`src/rtl/uart_boot_loader.sv`:
```
// Boot-frame receiver that loads instruction memory over the UART and releases the core on success.
// Optional build macro BOOT_TIMEOUT_EN: auto-release after TIMEOUT_CYCLES of silence following reset.
module uart_boot_loader #(
    parameter logic [7:0]  MAGIC     = 8'hA5,
    parameter logic [7:0]  ACK_BYTE  = 8'h06,
    parameter logic [7:0]  NAK_BYTE  = 8'h15,
    parameter logic [15:0] MAX_WORDS = 16'd4096
`ifdef BOOT_TIMEOUT_EN
    ,
    parameter logic [31:0] TIMEOUT_CYCLES = 32'd50_000_000
`endif
) (
    input  logic        clk,
    input  logic        rst_n,
    input  logic        rx_ready,
    input  logic [31:0] rx_data,
    output logic        cpu_read,
    input  logic        tx_ready,
    output logic        uart_fifo_write_en,
    output logic [7:0]  uart_fifo_data,
    output logic        mem_we,
    output logic [31:0] mem_addr,
    output logic [31:0] mem_wdata,
    output logic        cpu_hold,
    output logic        boot_done,
    output logic        boot_error
);

    typedef enum logic [2:0] {IDLE, ADDR, LEN, DATA, CSUM, RESP, DONE} state_t;

    state_t      state, state_next;
    logic        taken;
    logic [1:0]  idx;
    logic [31:0] base;
    logic [7:0]  count_lo;
    logic [15:0] count;
    logic [15:0] word_cnt;
    logic [23:0] word_lo;
    logic [7:0]  csum;
    logic [7:0]  reply;

    logic        rx_state;
    logic        take;
    logic [7:0]  rx_byte;
    logic [15:0] count_full;
    logic        timeout_hit;
    logic        unused_rx_bits;

    assign unused_rx_bits = &{1'b0, rx_data[31:8]};

    // One byte per rx_ready assertion: "taken" masks the late-dropping rx_ready.
    always_comb begin
        rx_byte    = rx_data[7:0];
        rx_state   = (state == IDLE) || (state == ADDR) || (state == LEN) ||
                     (state == DATA) || (state == CSUM);
        take       = rx_ready && !taken && rx_state;
        count_full = {rx_byte, count_lo};
    end

`ifdef BOOT_TIMEOUT_EN
    logic [31:0] idle_cnt;
    logic        armed;

    always_ff @(posedge clk or negedge rst_n) begin
        if (!rst_n) begin
            idle_cnt <= 32'd0;
            armed    <= 1'b1;
        end else if (take) begin
            armed <= 1'b0;
        end else if (armed && state == IDLE && idle_cnt != TIMEOUT_CYCLES - 32'd1) begin
            idle_cnt <= idle_cnt + 32'd1;
        end
    end

    assign timeout_hit = armed && !take && (state == IDLE) &&
                         (idle_cnt == TIMEOUT_CYCLES - 32'd1);
`else
    assign timeout_hit = 1'b0;
`endif

    always_ff @(posedge clk or negedge rst_n) begin
        if (!rst_n) state <= IDLE;
        else        state <= state_next;
    end

    always_comb begin
        state_next = state;
        case (state)
            IDLE: begin
                if (take && rx_byte == MAGIC) state_next = ADDR;
                else if (timeout_hit)         state_next = DONE;
            end
            ADDR: if (take && idx == 2'd3) state_next = LEN;
            LEN: begin
                if (take && idx == 2'd1) begin
                    if (count_full > MAX_WORDS)  state_next = RESP;
                    else if (count_full == 16'd0) state_next = CSUM;
                    else                          state_next = DATA;
                end
            end
            DATA: begin
                if (take && idx == 2'd3 && word_cnt == count - 16'd1) state_next = CSUM;
            end
            CSUM: if (take) state_next = RESP;
            RESP: begin
                if (tx_ready) state_next = (reply == ACK_BYTE) ? DONE : IDLE;
            end
            DONE:    state_next = DONE;
            default: state_next = IDLE;
        endcase
    end

    always_ff @(posedge clk or negedge rst_n) begin
        if (!rst_n) begin
            taken              <= 1'b0;
            cpu_read           <= 1'b0;
            uart_fifo_write_en <= 1'b0;
            uart_fifo_data     <= 8'd0;
            mem_we             <= 1'b0;
            mem_addr           <= 32'd0;
            mem_wdata          <= 32'd0;
            cpu_hold           <= 1'b1;
            boot_done          <= 1'b0;
            boot_error         <= 1'b0;
            idx                <= 2'd0;
            base               <= 32'd0;
            count_lo           <= 8'd0;
            count              <= 16'd0;
            word_cnt           <= 16'd0;
            word_lo            <= 24'd0;
            csum               <= 8'd0;
            reply              <= 8'd0;
        end else begin
            cpu_read           <= take;
            mem_we             <= 1'b0;
            uart_fifo_write_en <= 1'b0;

            if (take)          taken <= 1'b1;
            else if (!rx_ready) taken <= 1'b0;

            case (state)
                IDLE: begin
                    if (take && rx_byte == MAGIC) begin
                        idx  <= 2'd0;
                        csum <= 8'd0;
                    end else if (timeout_hit) begin
                        cpu_hold  <= 1'b0;
                        boot_done <= 1'b0;
                    end
                end
                ADDR: begin
                    if (take) begin
                        base[{idx, 3'b000} +: 8] <= rx_byte;
                        idx <= idx + 2'd1;
                    end
                end
                LEN: begin
                    if (take) begin
                        if (idx == 2'd0) begin
                            count_lo <= rx_byte;
                            idx      <= 2'd1;
                        end else begin
                            count    <= count_full;
                            idx      <= 2'd0;
                            word_cnt <= 16'd0;
                            if (count_full > MAX_WORDS) reply <= NAK_BYTE;
                        end
                    end
                end
                // Payload bytes arrive little-endian; the 4th byte completes and writes a word.
                DATA: begin
                    if (take) begin
                        csum <= csum ^ rx_byte;
                        idx  <= idx + 2'd1;
                        case (idx)
                            2'd0: word_lo[7:0]   <= rx_byte;
                            2'd1: word_lo[15:8]  <= rx_byte;
                            2'd2: word_lo[23:16] <= rx_byte;
                            default: begin
                                mem_we    <= 1'b1;
                                mem_addr  <= base + {14'd0, word_cnt, 2'b00};
                                mem_wdata <= {rx_byte, word_lo};
                                word_cnt  <= word_cnt + 16'd1;
                            end
                        endcase
                    end
                end
                CSUM: begin
                    if (take) begin
                        reply <= (rx_byte == csum && base[1:0] == 2'b00) ? ACK_BYTE : NAK_BYTE;
                    end
                end
                RESP: begin
                    if (tx_ready) begin
                        uart_fifo_write_en <= 1'b1;
                        uart_fifo_data     <= reply;
                        if (reply == ACK_BYTE) begin
                            boot_done  <= 1'b1;
                            boot_error <= 1'b0;
                        end else begin
                            boot_error <= 1'b1;
                        end
                    end
                end
                DONE:    cpu_hold <= 1'b0;
                default: ;
            endcase
        end
    end

endmodule
```
`config.mk`:
```
export PLATFORM = sky130hd
export DESIGN_NAME = uart_boot_loader
export DESIGN_NICKNAME = d
export VERILOG_FILES = /design/src/rtl/uart_boot_loader.sv
export SDC_FILE = /design/constraint.sdc
export NUM_CORES = 1
export LEC_CHECK = 0
export ABC_CLOCK_PERIOD_IN_PS = 2880
export BUFFER_PORTS_ARGS = -buffer_cell sky130_fd_sc_hd__buf_2
export CAP_MARGIN = 20
export CORE_MARGIN = 5
export CORE_UTILIZATION = 40
export CTS_BUF_LIST = sky130_fd_sc_hd__clkbuf_8
export DETAILED_ROUTE_END_ITERATION = 7
export SETUP_SLACK_MARGIN = 0.5
export SYNTH_ARGS = -nofsm -noshare
export SYNTH_HDL_FRONTEND = slang
export SYNTH_SLANG_ARGS = --single-unit
```
`constraint.sdc`:
```
create_clock -name clk -period 2.88 [get_ports clk]
set_input_delay 0.432 -clock clk [delete_from_list [all_inputs] [get_ports clk]]
set_output_delay 0.432 -clock clk [all_outputs]
set_load 0.1 [all_outputs]
```
==> run metrics <==
hold path depth=2; ranking of synthesized cells by area=dfrtp_1 50%, nand2_1 10%, mux2_2 5.9%, o21ai_0 5.0%, ha_1 3.5%; RR Startpoint=count[5]; Die Wd=162.8 µm; Crit path required time=3.21 ns; Global Route Usage Sum=0.1798; relative slew slack=0.4874; Post-synth EDFFs=0; Slew @ Worst Pin=~0.77 ns; status=complete, no violations; grt total ovfl=0; FP Rows=56; n_diodes=0; prevailing post-synth register cell=dfrtp_1; ANT nets after route=0; # setup viols final=0; post-DR vias/cell=5.137; post-synth cell types=61; DRT iter0 DRCs=479; CTS buffer count=17; Die Span Y=162.8 µm; vias=7,326; Slew Viols, Final=0; Synth Register Bits=186; Synth Area in Simple Gates=0.1962; die area=about 27,000 µm²; slowest stage delay, CP=approximately 0.56 ns; Worst EP arrival=between 2 and 3 ns; CTS H-tree lvls=4; CTS tree=yes; drc violations=0; Crit Path Class=flop to flop; layout overhead on the synthesized area=18.08%; synthesized cell area=9338 µm²; worst hold path type=input pin to flop; Max-Cap Viols=0; initial core utilization=0.4014; Final Net Count=~1,200; Syn Area/Cell=9.480 µm²; detailed-route wire length per cell=16.42 µm; R2R Path End=state[0]; RSZ-0062 raised after global routing=true; clock root buffer=clkbuf_8; most frequent cell on the critical path=or4_4; CP max stage cell=or4_4; Worst setup EP type=flop; post-synthesis adder-cell area fraction=0.03698; IO Port Bufs=85; Pwr Total=between 0.009 and 0.01 W; share of the synthesized area in the top cell type=0.4958; R2R depth=7; Peak VDD IR=493.1 µV; compound-gate portion of the synthesized area=0.1195; crit path cell chain=or4_4 -> or4_4 -> xnor2_2 -> a211oi_1 -> a2111o_1 -> a2111oi_4 -> a31oi_1; Synth Warn #=0; Hold Vio Cnt, Final=0; Switching Power=0.004317 W; static leakage=about 5.3 nW; sequential fraction of the synthesis area=0.4986; fin crit share=0.8765; fraction of layout cells with a size suffix above 1=0.2294; gpl congestion=0.8506; CTS max path bufs=2; Gate Count Post-Synth=985; initial antenna violation count=0; CP delay by family, top=simple AND/OR/NAND/NOR gates; clk sinks=186; HP Start=rx_ready; internal power=0.005473 W; category of the worst setup path launch point=flop; pre-CTS setup slack=0.1903 ns; crit path time final=2.524 ns; DP HPWL=16.21 mm; combinational group share of total power=0.411; Worst Path Buf+Inv=0; post-synthesis async set-or-reset flop share=1.000; mux cell area share after synthesis=0.06472; crit path max fanout=3; main combinational cell family by area after synthesis=simple AND/OR/NAND/NOR gates; Setup WS post-layout=0.3558 ns; DRT Wirelength=roughly 23 mm; Power Density=887.9 nW/µm²; vias in the first global route=7,112; clk_lat worst skew=0.47 ns; Post-Synth XOR/XNOR Area=0.05614; Sum Neg Setup Slack=0 ns; clock network fraction of design power=0.194; pin count of the biggest net entering global routing=70; Pre-Repair DR Iteration Count=5; switch share=0.4410; first-pass GRT wire length=between 30 and 40 mm; fmax=0.3962 GHz; Synth area leader=dfrtp_1; sequential share of power=0.394; Worst R2R Setup Slack=0.36 ns; WHS Endpoint=taken; core area=about 23,000 µm²; Setup Skew=between 0.02 and 0.03 ns; clock-pin slew on the worst setup and hold paths=roughly 0.11 ns; Ports=114
## per-layer routing
metal	global-route usage	vias up	share of wire
li1	-	3601	-
met1	0.2513	3568	0.48
met2	0.2913	132	0.47
met3	0.03265	25	0.033
met4	0.04499	0	0.016
met5	0	-	0
## worst max path at each step
stage                   from       end  slack (ns)  depth (start not counted)
global placement    count[3]  state[0]        0.20                          7
global route        count[5]  state[0]        0.26                          7
CTS                 count[3]  state[0]        0.35                          7
detailed placement  count[3]  state[1]        0.19                          7
finish              count[5]  state[0]        0.36                          7
floorplan           count[3]  state[0]        0.41                          7
## cell usage in the layout, fill, tap and decap left out, types with 5 or more instances in the layout
| cell type | count |
|---|---|
| nand2_1 | 248 |
| dfrtp_1 | 181 |
| o21ai_0 | 91 |
| buf_2 | 84 |
| nor2_1 | 52 |
| mux2_2 | 49 |
| buf_4 | 43 |
| xor2_1 | 30 |
| xnor2_1 | 28 |
| ha_1 | 23 |
| a21oi_1 | 18 |
| clkbuf_8 | 18 |
| inv_1 | 16 |
| nand3_1 | 13 |
| nor3_1 | 13 |
| o21a_1 | 11 |
| nor4_1 | 11 |
| nand2b_1 | 10 |
| or3_1 | 9 |
| nand4_1 | 9 |
| o211ai_1 | 8 |
| nor3b_1 | 7 |
| and2_1 | 6 |
| nand3b_1 | 6 |
| and3_1 | 6 |
| clkinv_8 | 6 |
| nor2b_1 | 5 |
| o21ai_1 | 5 |
| a211oi_1 | 5 |
| a21oi_2 | 5 |
| a31oi_1 | 5 |
| inv_8 | 5 |
## worst reg2reg max path, cell delays in order, from the launching register on
cell,delay (ns)
dfrtp_1,0.40
or4_4,0.56
or4_4,0.45
xnor2_2,0.13
a211oi_1,0.09
a2111o_1,0.34
a2111oi_4,0.30
a31oi_1,0.14
## cell usage after synthesis, drive strengths merged (3+ instances only)
| library cell | count |
|---|---|
| nand2 | 249 |
| dfrtp | 185 |
| o21ai | 97 |
| nor2 | 54 |
| mux2 | 51 |
| clkbuf | 39 |
| xor2 | 30 |
| xnor2 | 29 |
| ha | 26 |
| a21oi | 23 |
| inv | 17 |
| nor3 | 14 |
| nand3 | 13 |
| nor4 | 12 |
| o21a | 11 |
| nand2b | 10 |
| or3 | 10 |
| nand4 | 9 |
| a211oi | 8 |
| o211ai | 8 |
| buf | 7 |
| nor3b | 7 |
| and2 | 6 |
| and3 | 6 |
| nand3b | 6 |
| nor2b | 6 |
| a2111oi | 5 |
| a31oi | 5 |
| o31ai | 5 |
| or4 | 5 |
| a21o | 4 |
| a31o | 3 |
| mux2i | 3 |
## stage by stage
stage | instance area, µm² | instances | hold slack [ns] | util
finish | 11030 | 1426 | 0.2249 | 0.4740
global route | 11030 | 1426 | 0.1928 | 0.4740
detailed placement | 10330 | 1384 | 0.4509 | 0.4441
floorplan | 9375 | 988 | 0.1364 | -
CTS | 10880 | 1421 | 0.1938 | 0.4679
global placement | 10330 | 1384 | 0.4449 | 0.4441
## logic make-up after synthesis
kind of cell             after synthesis
buffers and inverters                 63
AO/OA/AOI/OAI                        182
adder cells (fa/ha/maj)               27
XOR/XNOR                              59
multiplexers                          54
other                                  1
AND/OR/NAND/NOR                      413
flip-flops                           186
## power by group through the flow
stage	logic [W]	clock network [W]	registers, W
2_1_floorplan	0.00204	0	0.00474
4_1_cts	0.00399	0.00195	0.00386
5_1_grt	0.00438	0.00206	0.00396
3_5_place_dp	0.00386	0	0.00393
6_report	0.00403	0.00190	0.00386
3_3_place_gp	0.00381	0	0.00390
## state kept, by name, summed over array words and instances (netlist names)
signal / flops
mem_wdata: 32
taken: 1
uart_fifo_write_en: 1
mem_we: 1
idx: 2
reply: 3
uart_fifo_data: 3
count_lo: 8
count: 16
mem_addr: 32
base: 32
cpu_read: 1
csum: 8
boot_error: 1
cpu_hold: 1
state: 3
word_cnt: 16
word_lo: 24
boot_done: 1
## what timing repair did
item | in CTS | in global routing
pin swaps | 8 | 5
hold endpoints to repair | 64 | 0
buffers inserted | 4 | 5
hold buffers | 1 | 0
gates resized for setup | 14 | 21
setup endpoints to repair | 16 | 27
## final cells by class
cell class | instances | area [µm²]
clock buffers | 17 | 234.0
clock inverters | 15 | 216.5
fillers | 2304 | 12240
inverters | 17 | 63.81
multi-input cells | 739 | 4613
flip-flops and latches | 186 | 4661
well taps | 319 | 399.1
repair buffers | 133 | 838.3
No activity file was read; power rests on OpenSTA's default activity.
